### config.mk
export PLATFORM = sky130hd
export DESIGN_NAME = demux_1ton_hs
export DESIGN_NICKNAME = d
export VERILOG_FILES = /design/src/rtl/demux_1ton_hs.sv
export SDC_FILE = /design/constraint.sdc
export NUM_CORES = 1
export LEC_CHECK = 0
export CAP_MARGIN = 10
export CELL_PAD_IN_SITES_DETAIL_PLACEMENT = 0
export CELL_PAD_IN_SITES_GLOBAL_PLACEMENT = 1
export CORE_ASPECT_RATIO = 2
export CORE_UTILIZATION = 31
export DETAILED_ROUTE_END_ITERATION = 7
export PLACE_DENSITY_LB_ADDON = 0.2
export SLEW_MARGIN = 20
export SYNTH_ARGS = -nofsm -noshare
export SYNTH_HDL_FRONTEND = slang
export SYNTH_SLANG_ARGS = --single-unit
### constraint.sdc
create_clock -name clk -period 1.5 [get_ports clk]
set_input_delay 0.45 -clock clk [delete_from_list [all_inputs] [get_ports clk]]
set_output_delay 0.45 -clock clk [all_outputs]
set_load 0.05 [all_outputs]
### src/rtl/demux_1ton_hs.sv
// demux_1ton_hs: registered 1-to-NCH demultiplexer, valid/ready handshake.
// Each channel holds one word in its own output register.
// Ports:
//   clk, rst_n       clock, asynchronous active-low reset
//   in_valid/ready   producer handshake (in_ready is combinational)
//   in_data, in_sel  input word and destination channel index
//   out_valid/ready  per-channel consumer handshake, bit k = channel k
//   out_data         channel k word at [k*WIDTH +: WIDTH]
//   oob_cnt          saturating count of dropped out-of-range selects
// Optional feature macro: DEMUX_BCAST_EN adds in_bcast, which writes
// the accepted word to every channel at once.
module demux_1ton_hs #(
    parameter int WIDTH = 8,
    parameter int NCH   = 4,
    localparam int SELW = $clog2(NCH)
) (
    input  logic                 clk,
    input  logic                 rst_n,
    input  logic                 in_valid,
    output logic                 in_ready,
    input  logic [WIDTH-1:0]     in_data,
    input  logic [SELW-1:0]      in_sel,
`ifdef DEMUX_BCAST_EN
    input  logic                 in_bcast,
`endif
    output logic [NCH-1:0]       out_valid,
    input  logic [NCH-1:0]       out_ready,
    output logic [NCH*WIDTH-1:0] out_data,
    output logic [7:0]           oob_cnt
);

    logic bcast;
`ifdef DEMUX_BCAST_EN
    assign bcast = in_bcast;
`else
    assign bcast = 1'b0;
`endif

    // room[k]: channel k can take a word this cycle (empty or draining)
    logic [NCH-1:0]   room;
    logic [NCH-1:0]   hit;
    logic [NCH-1:0]   wr_en;
    logic             sel_ok;
    logic             sel_room;
    logic             acc;
    logic             oob_hit;
    logic [WIDTH-1:0] data_q [NCH];

    assign room = ~out_valid | out_ready;

    // One-hot select decode; all-zero when in_sel is out of range,
    // which happens only when NCH is not a power of two.
    always_comb begin
        hit = '0;
        for (int k = 0; k < NCH; k++) begin
            hit[k] = (in_sel == SELW'(k));
        end
    end

    assign sel_ok   = |hit;
    assign sel_room = |(hit & room);

    // Out-of-range words are always accepted and discarded.
    assign in_ready = bcast ? (&room) : (~sel_ok | sel_room);
    assign acc      = in_valid & in_ready;

    always_comb begin
        wr_en = '0;
        if (acc) begin
            wr_en = bcast ? {NCH{1'b1}} : hit;
        end
    end

    assign oob_hit = acc & ~bcast & ~sel_ok;

    // A write wins over a same-cycle drain, keeping the channel valid.
    always_ff @(posedge clk or negedge rst_n) begin
        if (!rst_n) begin
            out_valid <= '0;
            for (int k = 0; k < NCH; k++) begin
                data_q[k] <= '0;
            end
        end else begin
            out_valid <= wr_en | (out_valid & ~out_ready);
            for (int k = 0; k < NCH; k++) begin
                if (wr_en[k]) begin
                    data_q[k] <= in_data;
                end
            end
        end
    end

    always_comb begin
        out_data = '0;
        for (int k = 0; k < NCH; k++) begin
            out_data[k*WIDTH +: WIDTH] = data_q[k];
        end
    end

    always_ff @(posedge clk or negedge rst_n) begin
        if (!rst_n) begin
            oob_cnt <= '0;
        end else if (oob_hit && (oob_cnt != 8'hFF)) begin
            oob_cnt <= oob_cnt + 8'd1;
        end
    end

endmodule

-- Word level (Yosys, flattened, before mapping)
Cells that the tools add are included.
- equality and inequality tests: 4
- reduce and logical (&&, ||, !) cells: 4
- add/sub/neg operators: 1
- multiplexer cells: 1
- bitwise operators: 10
- operators with widths (kind ; count):
    adder 8 x 1 -> 8 bit (second input constant) ; 1
    bitwise AND 4 bit ; 2
    inequality test 8 bit (second input constant) ; 1
    inverter 4 bit ; 2
    bitwise OR 4 bit ; 2
    OR reduction 4 bit ; 2
    equality test 2 bit (second input constant) ; 2
    two-way mux 4 bit ; 1
    bitwise AND 1 bit ; 2
    equality test 2 x 1 -> 1 bit (second input constant) ; 1
    zero test 2 bit ; 1
    logical AND 1 bit ; 1
    inverter 1 bit ; 1
    bitwise OR 1 bit ; 1
- bits of input ports: 17
- output and inout port bits: 45
- logic and storage cells: 26
- register bits: 44

-- Longest topological paths before layout
- depth in word-level cells: 8
- depth in mapped cells: 5
- gate-level depth less buffers: 3

-- Worst setup path before layout
OpenSTA, ideal clock, no wires.
- kind: reg2out
- start: register out_valid[0]
- end: output port in_ready
- cell stages (with the launch flop): 3
- setup slack: -355 ps
- data arrival time: 1405 ps
- buffers on the path: 0
- data required time: 1050 ps
- cells stage by stage: dfrtp_1 > nand2b_1 > mux4_2
- cells in the longest elaborated chain, start to end: 5
- ends and longest elaborated chain (what ; line ; RTL):
    start: declaration ; 26 ; output logic [NCH-1:0] out_valid,
    start signal: assignment ; 84 ; out_valid <= wr_en | (out_valid & ~out_ready);
    inverter 4 bit ; 49 ; assign room = ~out_valid | out_ready;
    bitwise OR 4 bit ; 49 ;
    bitwise AND 4 bit ; 61 ; assign sel_room = |(hit & room);
    OR reduction 4 bit ; 61 ;
    bitwise OR 1 bit ; 64 ; assign in_ready = bcast ? (&room) : (~sel_ok | sel_room);
    end: declaration ; 20 ; output logic in_ready,
Every way passes these cells.

-- Worst setup path after layout
- start: input port out_ready[2]
- end: output port in_ready
- cells in the longest elaborated chain, start to end: 4
- ends and longest elaborated chain (what ; line ; RTL):
    start: declaration ; 27 ; input logic [NCH-1:0] out_ready,
    bitwise OR 4 bit ; 49 ;
    bitwise AND 4 bit ; 61 ;
    OR reduction 4 bit ; 61 ;
    bitwise OR 1 bit ; 64 ;
Every way passes these cells.

==> metrics.csv <==
stage,metric,value,unit
synth,"Avg Cell Area, Syn",15.7,um2
clocking,"CTS clk-pin slew, worst paths",0.07,ns
power_and_ir_drop,Peak VDD IR,0.932,mV
power_and_ir_drop,sw frac,35.3,%
finish,layout cells sized above 1,65.2,%
power_and_ir_drop,Comb pwr share,45.0,%
finish,Nets,197,
sta,post-route minimum period,1.85,ns
setup_path,Reg-to-Reg Start,out_valid[1],
synth,Cells after Synth,104,
synth,"FF+latch count, synth",44,
clocking,TritonCTS Buffers,5,
setup_path,Crit. End Element,output port,
setup_path,Worst EP required,1.05,ns
grt,antenna violations before repair,0,
floorplan,io pins,62,
clocking,Root Buffer,clkbuf_8,
clocking,Skew-Pair Late Insertion Delay,0.29,ns
drt,WL per Instance,16.2,um
sta,final setup vio count,2,
grt,vias in the first global route,1285,
synth,Netlist cell types,13,
synth,Post-Syn Area,1630,um2
synth,post-synthesis compound-gate area fraction,0.307,%
grt,Congestion Overflow GR,0,
finish,"commonest cells after routing, fill and taps aside","buf_12 (46), dfrtp_1 (40), mux2_2 (24)",
setup_path,worst path arrival time,1.40,ns
sta,Fin. Hold Viols,0,
synth,"Warnings, synthesis",0,
sta,Max Clock Freq,541,MHz
finish,Layout fillers,398,
power_and_ir_drop,P_sw,0.00149,W
sta,Worst-Margin Slew,0.239,ns
sta,Slew headroom,84.0,%
drt,drt pass-1 iters,4,
finish,cell area after layout,3050,um2
drt,Vias,1098,
status,failing checks,negative setup slack,
synth,post-synthesis adder-cell area fraction,0,%
floorplan,Initial Utilization,32.0,%
synth,post-synth top area cell,dfrtp_1,
sta,setup_tns,-0.395,ns
setup_path,CP startpoint kind,input pin,
synth,top-area cell type share of the netlist area,67.5,%
power_and_ir_drop,register share of total power,37.6,%
setup_path,crit path cell chain,clkdlybuf4s15_1 > nand2b_4 > mux4_2 > buf_8,
power_and_ir_drop,Overall Power,0.00423,W
placed_design,Port Buf Inserts,61,
flow_run,Max-cap violations,0,
drt,met1 WL,1360,um
drt,overall routed net length,3880,um
clocking,Max Root-Sink Buffers,2,
clocking,H-tree depth,2,
synth,mux share of post-synthesis cell area,23.5,%
power_and_ir_drop,Clk network pwr share,17.4,%
finish,Area Overhead vs Synth,86.9,%
drt,"antenna viol nets, final",0,
clocking,clock sink total,44,
grt,largest net degree at the start of global routing,45,
synth,XOR/XNOR Fraction of Synth Area,0,%
drt,drt drc,0,
placed_design,gpl congestion,0.627,
power_and_ir_drop,Lkg Pwr,1.39,nW
sta,unrepaired setup endpoints after global routing,true,
floorplan,die width,53.3,um
drt,via/cell ratio,4.59,
sta,Setup WS post-layout,-0.348,ns
floorplan,area of the core,5090,um2
synth,ranking of synthesized cells by area,"dfrtp_1 (67%), mux2_2 (22%), clkbuf_1 (1.8%)",
drt,initial drt markers,15,
finish,"commonest non-fill, non-tap cell in the layout",buf_12,
setup_path,Slowest Stage Delay on Critical Path,0.48,ns
synth,Post-Synthesis Net Count,121,
power_and_ir_drop,PD cells,1390,nW/um2
power_and_ir_drop,Pint,0.00274,W
setup_path,worst setup path start,out_ready[2],
sta,Tcrit/Tclk final,123,%
grt,Total GRT Usage,15.6,%
finish,ANT cells,0,
floorplan,die area,5570,um2
drt,met2 wire length,2160,um
drt,Max Used Layer,met4,
synth,sequential area share after synthesis,67.5,%
floorplan,row count,37,
sta,fin. max-slew vios,0,
drt,Met3 Wirelength,263,um
grt,first-pass GRT wire length,6200,um
setup_path,critical path peak fanout,2,
placed_design,Placed Area,2850,um2
synth,combinational family with the most area after synthesis,multiplexers,
setup_path,CP Class,input pin to output port,
floorplan,chip height,105,um
synth,Simple-Gate Fraction of Synth Area,5.98,%
finish,final core occ,59.9,%
clocking,CTS tree,done,
min_path,worst hold path class,input pin to async pin,
placed_design,dpl hpwl,2730,um
sta,clock skew,0.00540,ns
setup_path,CP max stage cell,mux4_2,
status,status,"complete, but fails checks",
## metrics by stage
| stage | hold WS [ns] | std cells | worst slack (ns) |
|---|---|---|---|
| 6_report | 0.117 | 239 | -0.348 |
| 4_1_cts | 0.125 | 239 | -0.352 |
| 3_3_place_gp | 0.423 | 228 | -0.632 |
| 5_1_grt | 0.134 | 239 | -0.378 |
| 3_5_place_dp | 0.424 | 228 | -0.624 |
| 2_1_floorplan | 0.154 | 104 | -0.210 |
## worst max-delay path: cells and delay by family
family | cells | cell delay (ns)
simple gates | 1 | 0.14
buf+inv | 2 | 0.34
mux | 1 | 0.48
## Yosys cell counts (all sizes together)
cell,instances
mux4,1
nor3b,1
dfrtp,44
mux2,32
nand2,5
and3,1
nand2b,4
o21ai,1
nor2b,2
nand3b,1
nand3,1
clkbuf,8
buf,3
## kinds of logic after synthesis
kind of cell | count (synthesis)
multiplexers | 33
flip-flops | 44
AND/OR/NAND/NOR | 15
buffers and inverters | 11
AO/OA/AOI/OAI | 1
## power by group through the flow
| stage | logic [W] | registers (W) | clock network, W |
|---|---|---|---|
| floorplan | 0.000211 | 0.00217 | 0 |
| global placement | 0.00185 | 0.00160 | 0 |
| detailed placement | 0.00187 | 0.00161 | 0 |
| CTS | 0.00191 | 0.00159 | 0.000775 |
| global route | 0.00197 | 0.00161 | 0.000814 |
| finish | 0.00191 | 0.00159 | 0.000738 |
## path summary, 6_finish.rpt
check | to | slack (ns) | cells after the start
min in group clk | oob_cnt[6] | 0.44 | 0
min | out_data[8] | 0.12 | 2
max in group asynchronous | out_valid[1] | 1.16 | 2
min reg2reg | oob_cnt[6] | 0.44 | 0
max reg2reg | out_data[9] | 0.04 | 6
max | in_ready | -0.35 | 4
## registers in the layout, indices dropped and copies added (netlist names)
| name | cells |
|---|---|
| out_data | 32 |
| oob_cnt | 8 |
| out_valid | 4 |
## final cells by class
cell class / instances / area, um2 / area share, %
multi-input combinational: 49 / 553 / 18.1
tap: 58 / 72.6 / 2.38
timing repair buffer: 80 / 1230 / 40.3
sequential: 44 / 1110 / 36.3
clock buffer: 8 / 90.1 / 2.95
## metal layers
metal  GRT usage (%)  up-vias
met3            4.37        9
met2            26.6       42
met4            8.27        0
li1                -      498
met5               0        -
met1            16.2      549
## repair_timing
action,4_1_cts,5_1_grt
hold buffers,0,0
resized for setup,28,7
buffers inserted,3,1
setup endpoints to repair,33,24
Power figures use the tool's default switching activity.
